File: src/rtl/pipe_stage_buf.sv
// Two-entry in-order pipeline register (head + skid) with hold,
// flush and a saturating bubble counter for the consumer side.
module pipe_stage_buf #(
   parameter int DATA_W = 32,
   parameter int CTRL_W = 8,
   parameter int CNT_W  = 16
) (
   input  logic              clk,
   input  logic              rst,
   input  logic              in_valid,
   output logic              in_ready,
   input  logic [CTRL_W-1:0] in_ctrl,
   input  logic [DATA_W-1:0] in_data,
   output logic              out_valid,
   input  logic              out_ready,
   output logic [CTRL_W-1:0] out_ctrl,
   output logic [DATA_W-1:0] out_data,
   input  logic              hold,
   input  logic              flush,
   output logic [1:0]        occupancy,
   output logic [CNT_W-1:0]  bubble_cnt
);

   logic [1:0]        occ_q, occ_d;
   logic [CTRL_W-1:0] h_ctrl_q, h_ctrl_d;
   logic [DATA_W-1:0] h_data_q, h_data_d;
   logic [CTRL_W-1:0] s_ctrl_q, s_ctrl_d;
   logic [DATA_W-1:0] s_data_q, s_data_d;
   logic              run_q;
   logic              push;
   logic              pop;

   // handshake flags: run_q keeps in_ready low until one edge past reset
   always_comb begin
      in_ready  = run_q && (occ_q != 2'd2) && !hold;
      out_valid = (occ_q != 2'd0) && !hold;
      push      = in_valid && in_ready;
      pop       = out_valid && out_ready;
      occupancy = occ_q;
      out_ctrl  = (occ_q != 2'd0) ? h_ctrl_q : '0;
      out_data  = (occ_q != 2'd0) ? h_data_q : '0;
   end

   // next buffer contents; flush beats hold beats push/pop
   always_comb begin
      occ_d    = occ_q;
      h_ctrl_d = h_ctrl_q;
      h_data_d = h_data_q;
      s_ctrl_d = s_ctrl_q;
      s_data_d = s_data_q;
      if (flush) begin
         occ_d    = 2'd0;
         h_ctrl_d = '0;
         h_data_d = '0;
         s_ctrl_d = '0;
         s_data_d = '0;
      end else if (!hold) begin
         unique case (occ_q)
            2'd0: begin
               if (push) begin
                  occ_d    = 2'd1;
                  h_ctrl_d = in_ctrl;
                  h_data_d = in_data;
               end
            end
            2'd1: begin
               if (push && pop) begin
                  h_ctrl_d = in_ctrl;
                  h_data_d = in_data;
               end else if (push) begin
                  occ_d    = 2'd2;
                  s_ctrl_d = in_ctrl;
                  s_data_d = in_data;
               end else if (pop) begin
                  occ_d    = 2'd0;
                  h_ctrl_d = '0;
                  h_data_d = '0;
               end
            end
            2'd2: begin
               if (pop) begin
                  occ_d    = 2'd1;
                  h_ctrl_d = s_ctrl_q;
                  h_data_d = s_data_q;
                  s_ctrl_d = '0;
                  s_data_d = '0;
               end
            end
            default: begin
               occ_d = 2'd0;
            end
         endcase
      end
   end

   // buffer state registers
   always_ff @(posedge clk or negedge rst) begin
      if (!rst) begin
         occ_q    <= 2'd0;
         h_ctrl_q <= '0;
         h_data_q <= '0;
         s_ctrl_q <= '0;
         s_data_q <= '0;
         run_q    <= 1'b0;
      end else begin
         occ_q    <= occ_d;
         h_ctrl_q <= h_ctrl_d;
         h_data_q <= h_data_d;
         s_ctrl_q <= s_ctrl_d;
         s_data_q <= s_data_d;
         run_q    <= 1'b1;
      end
   end

   // saturating count of cycles the consumer waited on an empty stage
   always_ff @(posedge clk or negedge rst) begin
      if (!rst) begin
         bubble_cnt <= '0;
      end else if (out_ready && !out_valid && !hold
                   && (bubble_cnt != {CNT_W{1'b1}})) begin
         bubble_cnt <= bubble_cnt + 1'b1;
      end
   end

endmodule

File: config.mk
export PLATFORM = sky130hd
export DESIGN_NAME = pipe_stage_buf
export DESIGN_NICKNAME = d
export VERILOG_FILES = /design/src/rtl/pipe_stage_buf.sv
export SDC_FILE = /design/constraint.sdc
export NUM_CORES = 1
export LEC_CHECK = 0
export CORE_UTILIZATION = 35
export CTS_CLUSTER_SIZE = 14
export DETAILED_ROUTE_END_ITERATION = 6
export GPL_TIMING_DRIVEN = 0
export PLACE_DENSITY = 0.7
export SLEW_MARGIN = 15
export SYNTH_ARGS = -nofsm -noshare
export SYNTH_HDL_FRONTEND = slang
export SYNTH_SLANG_ARGS = --single-unit
File: constraint.sdc
create_clock -name clk -period 2.6 [get_ports clk]
set_clock_uncertainty 0.05 [all_clocks]
set_input_delay 0.52 -clock clk [delete_from_list [all_inputs] [get_ports clk]]
set_output_delay 0.52 -clock clk [all_outputs]
set_load 0.005 [all_outputs]
==> summary.md, run 1 <==
| Metric | Value |
|---|---|
| CP cell instances | `inv_1 > ha_2 > buf_6 > clkbuf_8 > nor2b_1 > clkdlybuf4s50_1` |
| HPWL reported at the end of detailed placement | `8288 um` |
| Via count of the first global-routing pass | `3789` |
| Total Negative Setup Slacks | `0 ns` |
| Sort of element at the start of the critical path | `flip-flop` |
| Core Footprint | `0.01272 mm^2` |
| Max-slew violations | `0` |
| Global-route wire length before repair | `19620 um` |
| Worst-case setup slack after placement | `-0.1066 ns` |
| DR WL met2 | `5605 um` |
| Slowest cell on the critical path | `sky130_fd_sc_hd__clkdlybuf4s50_1` |
| Overflow left after global routing | `0` |
| Area growth from synthesis to layout | `38.68%` |
| CTS sink cnt | `99` |
| Outcome | `completed` |
| Fraction of final layout cells sized beyond drive strength 1 | `10.51%` |
| Post-synthesis register bit count | `99` |
| Most common cell after layout, fill and taps aside | `sky130_fd_sc_hd__dfrtp_1` |
| Topmost layer with routed signal wires | `met4` |
| First-pass DRT Iterations | `5` |
| Row count | `41` |
| Maximum net fanout on the critical path | `10` |
| Net count, final | `560` |
| Initial core utilization | `36.08%` |
| Antenna violations before repair | `0` |
| # H-tree levels | `3` |
| Reg clk slew, reported paths | `0.06 ns` |
| Overall die height | `116.5 um` |
| Total CTS buffers | `9` |
| Vias/cell | `5.401` |
| I/O pin total | `106` |
| Per-cell routed wire length | `17.71 um` |
| Number of hold violations in the final report | `0` |
| Flop2flop setup slack | `0.22 ns` |
| Netlist area before placement | `0.004591 mm^2` |
| Mapped Cells | `389` |
| Floorplan die area | `0.01358 mm^2` |
| Top achievable clock speed | `0.3939 GHz` |
| Endpoint required time on the critical path | `2.03 ns` |
| Final design utilization | `50.04%` |
| Max cap viols | `0` |
| Gp weighted congestion | `0.8370` |
| Post-layout total power | `3.741 mW` |
| Clock tree from TritonCTS | `yes` |
| Setup WS post-layout | `0.06156 ns` |
| Period utilization | `97.63%` |
| Maximum number of buffers from clock root to sink | `2` |
| Synth warn | `0` |
| DRC viols | `0` |
| Distinct cell type count of the synthesized netlist | `46` |
| Leakage | `3.137 nW` |
| Critical path arrival | `1.97 ns` |
| Number of flops mapped to enable cells by yosys | `0` |
| Number of buffers inserted by port buffering | `105` |
| Number of nets with antenna violations after detailed routing | `0` |
| Endpoint kind of the worst setup timing path | `output pin` |
| Hold/Removal Path Class | `reg -> reg` |
| Post-route met1 wirelength | `5619 um` |
| Via total after detailed routing | `3705` |
| Worst-skew pair later-pin latency | `0.35 ns` |
| Antenna diode count | `0` |
| Routed wire length on met3 | `708 um` |
| Max_slew headroom | `62.16%` |
| Time the worst path needs with I/O delays and setup | `2.538 ns` |
| Root Buffer | `sky130_fd_sc_hd__clkbuf_16` |
| Share of flip-flops with an asynchronous set or reset | `100.0%` |
| Layout Cells excl Fill | `686` |
| WS Path Type | `reg -> out` |
| Initial detailed-routing violation count | `265` |
| Routed WL | `12150 um` |
| Fraction of the yosys area taken by sequential cells | `53.97%` |
| Average instance area after synthesis | `11.80 um^2` |
| Delay of the slowest cell on the worst path | `0.50 ns` |
| Total power divided by cell area | `587.6 mW/mm^2` |
| Largest net degree at the start of global routing | `74` |
| Commonest non-fill, non-tap cells in the layout | `sky130_fd_sc_hd__dfrtp_1, sky130_fd_sc_hd__clkdlybuf4s50_1, sky130_fd_sc_hd__a22o_1, sky130_fd_sc_hd__a22oi_1, sky130_fd_sc_hd__o2bb2ai_1` |
| Synth Net Count | `440` |
| Cells after DPL | `667` |
| Slew at the pin closest to its max-slew limit | `0.5634 ns` |
| Global-route total usage across every layer | `19.09%` |
| Die X | `116.5 um` |
| Top flip-flop cell by instance count after synthesis | `sky130_fd_sc_hd__dfrtp_1` |
| Largest voltage drop on the vdd net | `0.0002390 V` |
| Final setup fails | `0` |
-- report_power, final --
group          internal [mW]  switching, mW
combinational          0.311          0.293
clock                  0.846          0.596
sequential              1.62         0.0777
total                   2.77          0.967
-- sequential cells by signal (all words and copies together), names as in the netlist --
register / count
h_ctrl_q: 8
h_data_q: 32
s_data_q: 32
bubble_cnt: 16
occupancy: 2
s_ctrl_q: 8
run_q: 1
-- cell families after synthesis --
| family | Yosys count | synth area share [%] |
|---|---|---|
| AO/OA/AOI/OAI | 135 | 24.09 |
| AND/OR/NAND/NOR | 98 | 14.36 |
| adder cells (fa/ha/maj) | 5 | 1.363 |
| buffers and inverters | 37 | 3.325 |
| other | 1 | 0.08169 |
| multiplexers | 1 | 0.3270 |
| XOR/XNOR | 13 | 2.480 |
| flip-flops | 99 | 53.97 |
-- worst max-delay path: cells and delay by family (launching register included) --
family	cells	cell delay, ns
AND/OR/NAND/NOR	1	0.12
buffers and inverters	4	0.91
flip-flops	1	0.37
adder cells (fa/ha/maj)	1	0.21
-- repair_timing --
action	4_1_cts	5_1_grt
hold endpoints to repair	26	0
buffers inserted	2	0
endpoints found under the setup margin	42	40
hold buffers	1	0
gates resized for setup	24	29
-- through the flow --
| step | hold slack (ns) | area (um^2) |
|---|---|---|
| 6_report | 0.4315 | 6366 |
| 3_3_place_gp | 0.4139 | 5857 |
| 5_1_grt | 0.4475 | 6366 |
| 4_1_cts | 0.4355 | 6292 |
| 2_1_floorplan | 0.1744 | 4591 |
| 3_5_place_dp | 0.3542 | 5886 |
-- worst paths after layout --
kind / from / endpoint / cells past startpoint
max: occupancy[0]$_DFFE_PN0P_ / out_data[29] / 6
min: h_data_q[31]$_DFFE_PN0P_ / h_data_q[31]$_DFFE_PN0P_ / 1
max reg2reg: occupancy[1]$_DFFE_PN0P_ / h_data_q[28]$_DFFE_PN0P_ / 7
min reg2reg: h_data_q[31]$_DFFE_PN0P_ / h_data_q[31]$_DFFE_PN0P_ / 1
max in group asynchronous: rst / h_data_q[31]$_DFFE_PN0P_ / 3
min in group asynchronous: rst / bubble_cnt[7]$_DFFE_PN0P_ / 2
-- Yosys cell counts, types with 2 or more instances --
| library cell | instances | area [um^2] |
|---|---|---|
| sky130_fd_sc_hd__a21oi_1 | 5 | 25.02 |
| sky130_fd_sc_hd__a22o_1 | 40 | 350.3 |
| sky130_fd_sc_hd__a22oi_1 | 40 | 300.3 |
| sky130_fd_sc_hd__buf_2 | 8 | 40.04 |
| sky130_fd_sc_hd__clkbuf_1 | 23 | 86.33 |
| sky130_fd_sc_hd__dfrtp_1 | 99 | 2477 |
| sky130_fd_sc_hd__ha_1 | 5 | 62.56 |
| sky130_fd_sc_hd__inv_1 | 5 | 18.77 |
| sky130_fd_sc_hd__nand2_1 | 5 | 18.77 |
| sky130_fd_sc_hd__nand2b_1 | 3 | 18.77 |
| sky130_fd_sc_hd__nand3_1 | 3 | 15.01 |
| sky130_fd_sc_hd__nand4_1 | 4 | 25.02 |
| sky130_fd_sc_hd__nand4bb_1 | 2 | 22.52 |
| sky130_fd_sc_hd__nor2_1 | 9 | 33.78 |
| sky130_fd_sc_hd__nor2b_1 | 42 | 262.8 |
| sky130_fd_sc_hd__nor3_1 | 7 | 35.03 |
| sky130_fd_sc_hd__nor3b_1 | 3 | 22.52 |
| sky130_fd_sc_hd__nor4_1 | 2 | 12.51 |
| sky130_fd_sc_hd__nor4b_1 | 3 | 26.28 |
| sky130_fd_sc_hd__o2bb2ai_1 | 40 | 350.3 |
| sky130_fd_sc_hd__o31a_1 | 2 | 17.52 |
| sky130_fd_sc_hd__o31ai_1 | 2 | 15.01 |
| sky130_fd_sc_hd__or3_1 | 2 | 12.51 |
| sky130_fd_sc_hd__xor2_1 | 13 | 113.9 |
-- final cells by class --
cell class,count,area [um^2]
fill,1157,6356
sequential,99,2479
multi-input combinational,253,2001
timing repair buffer,109,1157
clock buffer,10,229.0
tap,172,215.2
buffer,32,178.9
clock inverter,6,87.58
inverter,5,18.77
-- routing by layer --
metal,vias to the layer above,track usage (%)
li1,1714,-
met1,1852,25.61
met2,121,29.86
met3,18,4.826
met4,0,6.838
met5,-,0
No activity file was read; power rests on OpenSTA's default activity.
==> run 2: changes to the inputs <==
--- a/config.mk
+++ b/config.mk
@@ -5,11 +5,13 @@
 export SDC_FILE = /design/constraint.sdc
 export NUM_CORES = 1
 export LEC_CHECK = 0
+export CELL_PAD_IN_SITES_DETAIL_PLACEMENT = 0
+export CELL_PAD_IN_SITES_GLOBAL_PLACEMENT = 1
 export CORE_UTILIZATION = 35
 export CTS_CLUSTER_SIZE = 14
 export DETAILED_ROUTE_END_ITERATION = 6
 export GPL_TIMING_DRIVEN = 0
-export PLACE_DENSITY = 0.7
+export PLACE_DENSITY = 0.83
 export SLEW_MARGIN = 15
 export SYNTH_ARGS = -nofsm -noshare
 export SYNTH_HDL_FRONTEND = slang
==> run 2 against run 1 <==
Clock-buffer cell count is 1 lower. Register-to-register slack hardly changed. Sequential power hardly changed. Hold slack better by 0.0058 ns. First-iteration DRC count is 9.4% lower. Clock power is 6% lower. Critical path depth stayed put. Sequential share of layout area is 0.53 points higher. Routed wire length is 2.4% lower. Sequential cell count stayed put.
==> summary.md, run 2 (synthesized netlist as in run 1, its figures left out) <==
| Metric | Value |
|---|---|
| Maximum net fanout on the critical path | `10 (unchanged)` |
| Max-slew violations | `0 (unchanged)` |
| Final Hold Slack | `0.4373 ns (was 0.4315 ns)` |
| Global-route total usage across every layer | `18.36% (was 19.09%)` |
| Via total after detailed routing | `3728 (was 3705)` |
| CP cell instances | `inv_1 > ha_2 > buf_6 > clkbuf_8 > nor2b_1 > clkdlybuf4s50_1 (unchanged)` |
| Maximum number of buffers from clock root to sink | `2 (unchanged)` |
| Clock tree from TritonCTS | `yes (unchanged)` |
| Commonest non-fill, non-tap cells in the layout | `sky130_fd_sc_hd__dfrtp_1, sky130_fd_sc_hd__clkdlybuf4s50_1, sky130_fd_sc_hd__a22o_1, sky130_fd_sc_hd__a22oi_1, sky130_fd_sc_hd__o2bb2ai_1 (unchanged)` |
| Fraction of final layout cells sized beyond drive strength 1 | `8.949% (was 10.51%)` |
| Most common cell after layout, fill and taps aside | `sky130_fd_sc_hd__dfrtp_1 (unchanged)` |
| Slowest cell on the critical path | `sky130_fd_sc_hd__clkdlybuf4s50_1 (unchanged)` |
| Endpoint required time on the critical path | `2.03 ns (about the same)` |
| Row count | `41 (unchanged)` |
| Unrepaired setup endpoints after global routing | `false` |
| Worst-skew pair later-pin latency | `0.34 ns (was 0.35 ns)` |
| Per-cell routed wire length | `17.29 um (was 17.71 um)` |
| Post-layout total power | `3.647 mW (was 3.741 mW)` |
| Die X | `116.5 um (unchanged)` |
| WS Path Type | `reg -> out (unchanged)` |
| Initial core utilization | `36.08% (unchanged)` |
| Floorplan die area | `0.01358 mm^2 (unchanged)` |
| Number of hold violations in the final report | `0 (unchanged)` |
| Antenna diode count | `0 (unchanged)` |
| Period utilization | `96.57% (was 97.63%)` |
| CTS sink cnt | `99 (unchanged)` |
| Cell area after layout | `0.006281 mm^2 (was 0.006366 mm^2)` |
| Hold/Removal Path Class | `reg -> reg (unchanged)` |
| Via count of the first global-routing pass | `3652 (was 3789)` |
| Largest voltage drop on the vdd net | `0.0002727 V (was 0.0002390 V)` |
| Overflow left after global routing | `0 (unchanged)` |
| Delay of the slowest cell on the worst path | `0.52 ns (was 0.50 ns)` |
| Outcome | `completed (unchanged)` |
| DRC viols | `0 (unchanged)` |
| Gp weighted congestion | `0.8379 (was 0.8370)` |
| Vias/cell | `5.434 (was 5.401)` |
| Top achievable clock speed | `0.3983 GHz (was 0.3939 GHz)` |
| Max cap viols | `0 (unchanged)` |
| Final setup fails | `0 (unchanged)` |
| Endpoint kind of the worst setup timing path | `output pin (unchanged)` |
| Placed cell area | `0.005886 mm^2 (unchanged)` |
| Largest net degree at the start of global routing | `76 (was 74)` |
| Total Negative Setup Slacks | `0 ns (unchanged)` |
| Number of nets with antenna violations after detailed routing | `0 (unchanged)` |
| Time the worst path needs with I/O delays and setup | `2.511 ns (was 2.538 ns)` |
| Number of buffers inserted by port buffering | `105 (unchanged)` |
| Initial detailed-routing violation count | `240 (was 265)` |
| Routed WL | `11860 um (was 12150 um)` |
| Root Buffer | `sky130_fd_sc_hd__clkbuf_16 (unchanged)` |
| Fillers | `1192 (was 1157)` |
| Reg clk slew, reported paths | `0.07 ns (was 0.06 ns)` |
| Max_slew headroom | `60.83% (was 62.16%)` |
| Sort of element at the start of the critical path | `flip-flop (unchanged)` |
| Global-route wire length before repair | `19170 um (was 19620 um)` |
| Area growth from synthesis to layout | `36.82% (was 38.68%)` |
| Leakage | `2.848 nW (was 3.137 nW)` |
| Antenna violations before repair | `0 (unchanged)` |
| Core Footprint | `0.01272 mm^2 (unchanged)` |
| First-pass DRT Iterations | `5 (unchanged)` |
| Total power divided by cell area | `580.6 mW/mm^2 (was 587.6 mW/mm^2)` |
| # H-tree levels | `3 (unchanged)` |
| I/O pin total | `106 (unchanged)` |
| Largest registers | `h_data_q: 32 flops, s_data_q: 32 flops, bubble_cnt: 16 flops (unchanged)` |
| Net count, final | `560 (unchanged)` |
| Overall die height | `116.5 um (unchanged)` |
| Slew at the pin closest to its max-slew limit | `0.5832 ns (was 0.5634 ns)` |
| Critical path arrival | `1.94 ns (was 1.97 ns)` |
| Total CTS buffers | `9 (unchanged)` |
| HPWL reported at the end of detailed placement | `8363 um (was 8288 um)` |
==> run 2: through the flow <==
stage                     setup WS (ns)  cells  util [%]
after floorplan                  0.7083    389         -
after global placement           -2.636    666     46.04
after detailed placement        -0.1118    667     46.26
after CTS                      0.002565    686     49.15
after global routing           0.001045    686     49.37
final                           0.08917    686     49.37
==> run 2: what timing repair did <==
item                                    CTS  global route
setup buffers                             2             0
endpoints found under the setup margin   42            41
gates resized for setup                  14            13
gates cloned                              0             0
hold buffers                              1             0
endpoints found under the hold margin    24             0
pin swaps                                 0             0
==> run 2: worst max-delay path: cells and delay by family (launching register included) <==
family	cells	cell delay, ns
adders and majority gates	1	0.20
buffers and inverters	4	0.92
DFF	1	0.36
and+or+nand+nor	1	0.12
==> run 2: worst paths after layout <==
| path | startpoint | endpoint | slack, ns | cells past startpoint |
|---|---|---|---|---|
| min in group asynchronous | rst | bubble_cnt[5]$_DFFE_PN0P_ | 0.56 | 2 |
| worst min register to register | h_data_q[0]$_DFFE_PN0P_ | h_data_q[0]$_DFFE_PN0P_ | 0.44 | 1 |
| worst max-delay path | occupancy[0]$_DFFE_PN0P_ | out_data[29] | 0.09 | 6 |
| worst max register to register | occupancy[1]$_DFFE_PN0P_ | h_ctrl_q[6]$_DFFE_PN0P_ | 0.22 | 7 |
| worst min-delay path | h_data_q[0]$_DFFE_PN0P_ | h_data_q[0]$_DFFE_PN0P_ | 0.44 | 1 |
| max in group asynchronous | rst | s_ctrl_q[1]$_DFFE_PN0P_ | 1.31 | 3 |
==> run 2: final cells by class <==
class	count	area (um^2)	area share (%)
clock buffer	9	225.2	3.586
clock inverter	7	76.32	1.215
timing repair buffer	109	1125	17.91
sequential	99	2479	39.46
multi-input combinational	253	1971	31.37
buffer	32	171.4	2.729
tap	172	215.2	3.426
inverter	5	18.77	0.2988
==> run 2: where the power goes <==
part / total, mW / switching, mW / internal (mW)
logic: 0.588 / 0.282 / 0.306
clock network: 1.36 / 0.602 / 0.755
registers: 1.70 / 0.0842 / 1.62
==> run 2: per-layer routing <==
layer | GRT usage (%) | share of wire, % | vias up
li1 | - | - | 1712
met4 | 6.752 | 1.6 | 0
met2 | 27.22 | 45 | 124
met1 | 26.95 | 48 | 1877
met5 | 0 | 0 | -
met3 | 2.906 | 4.8 | 15
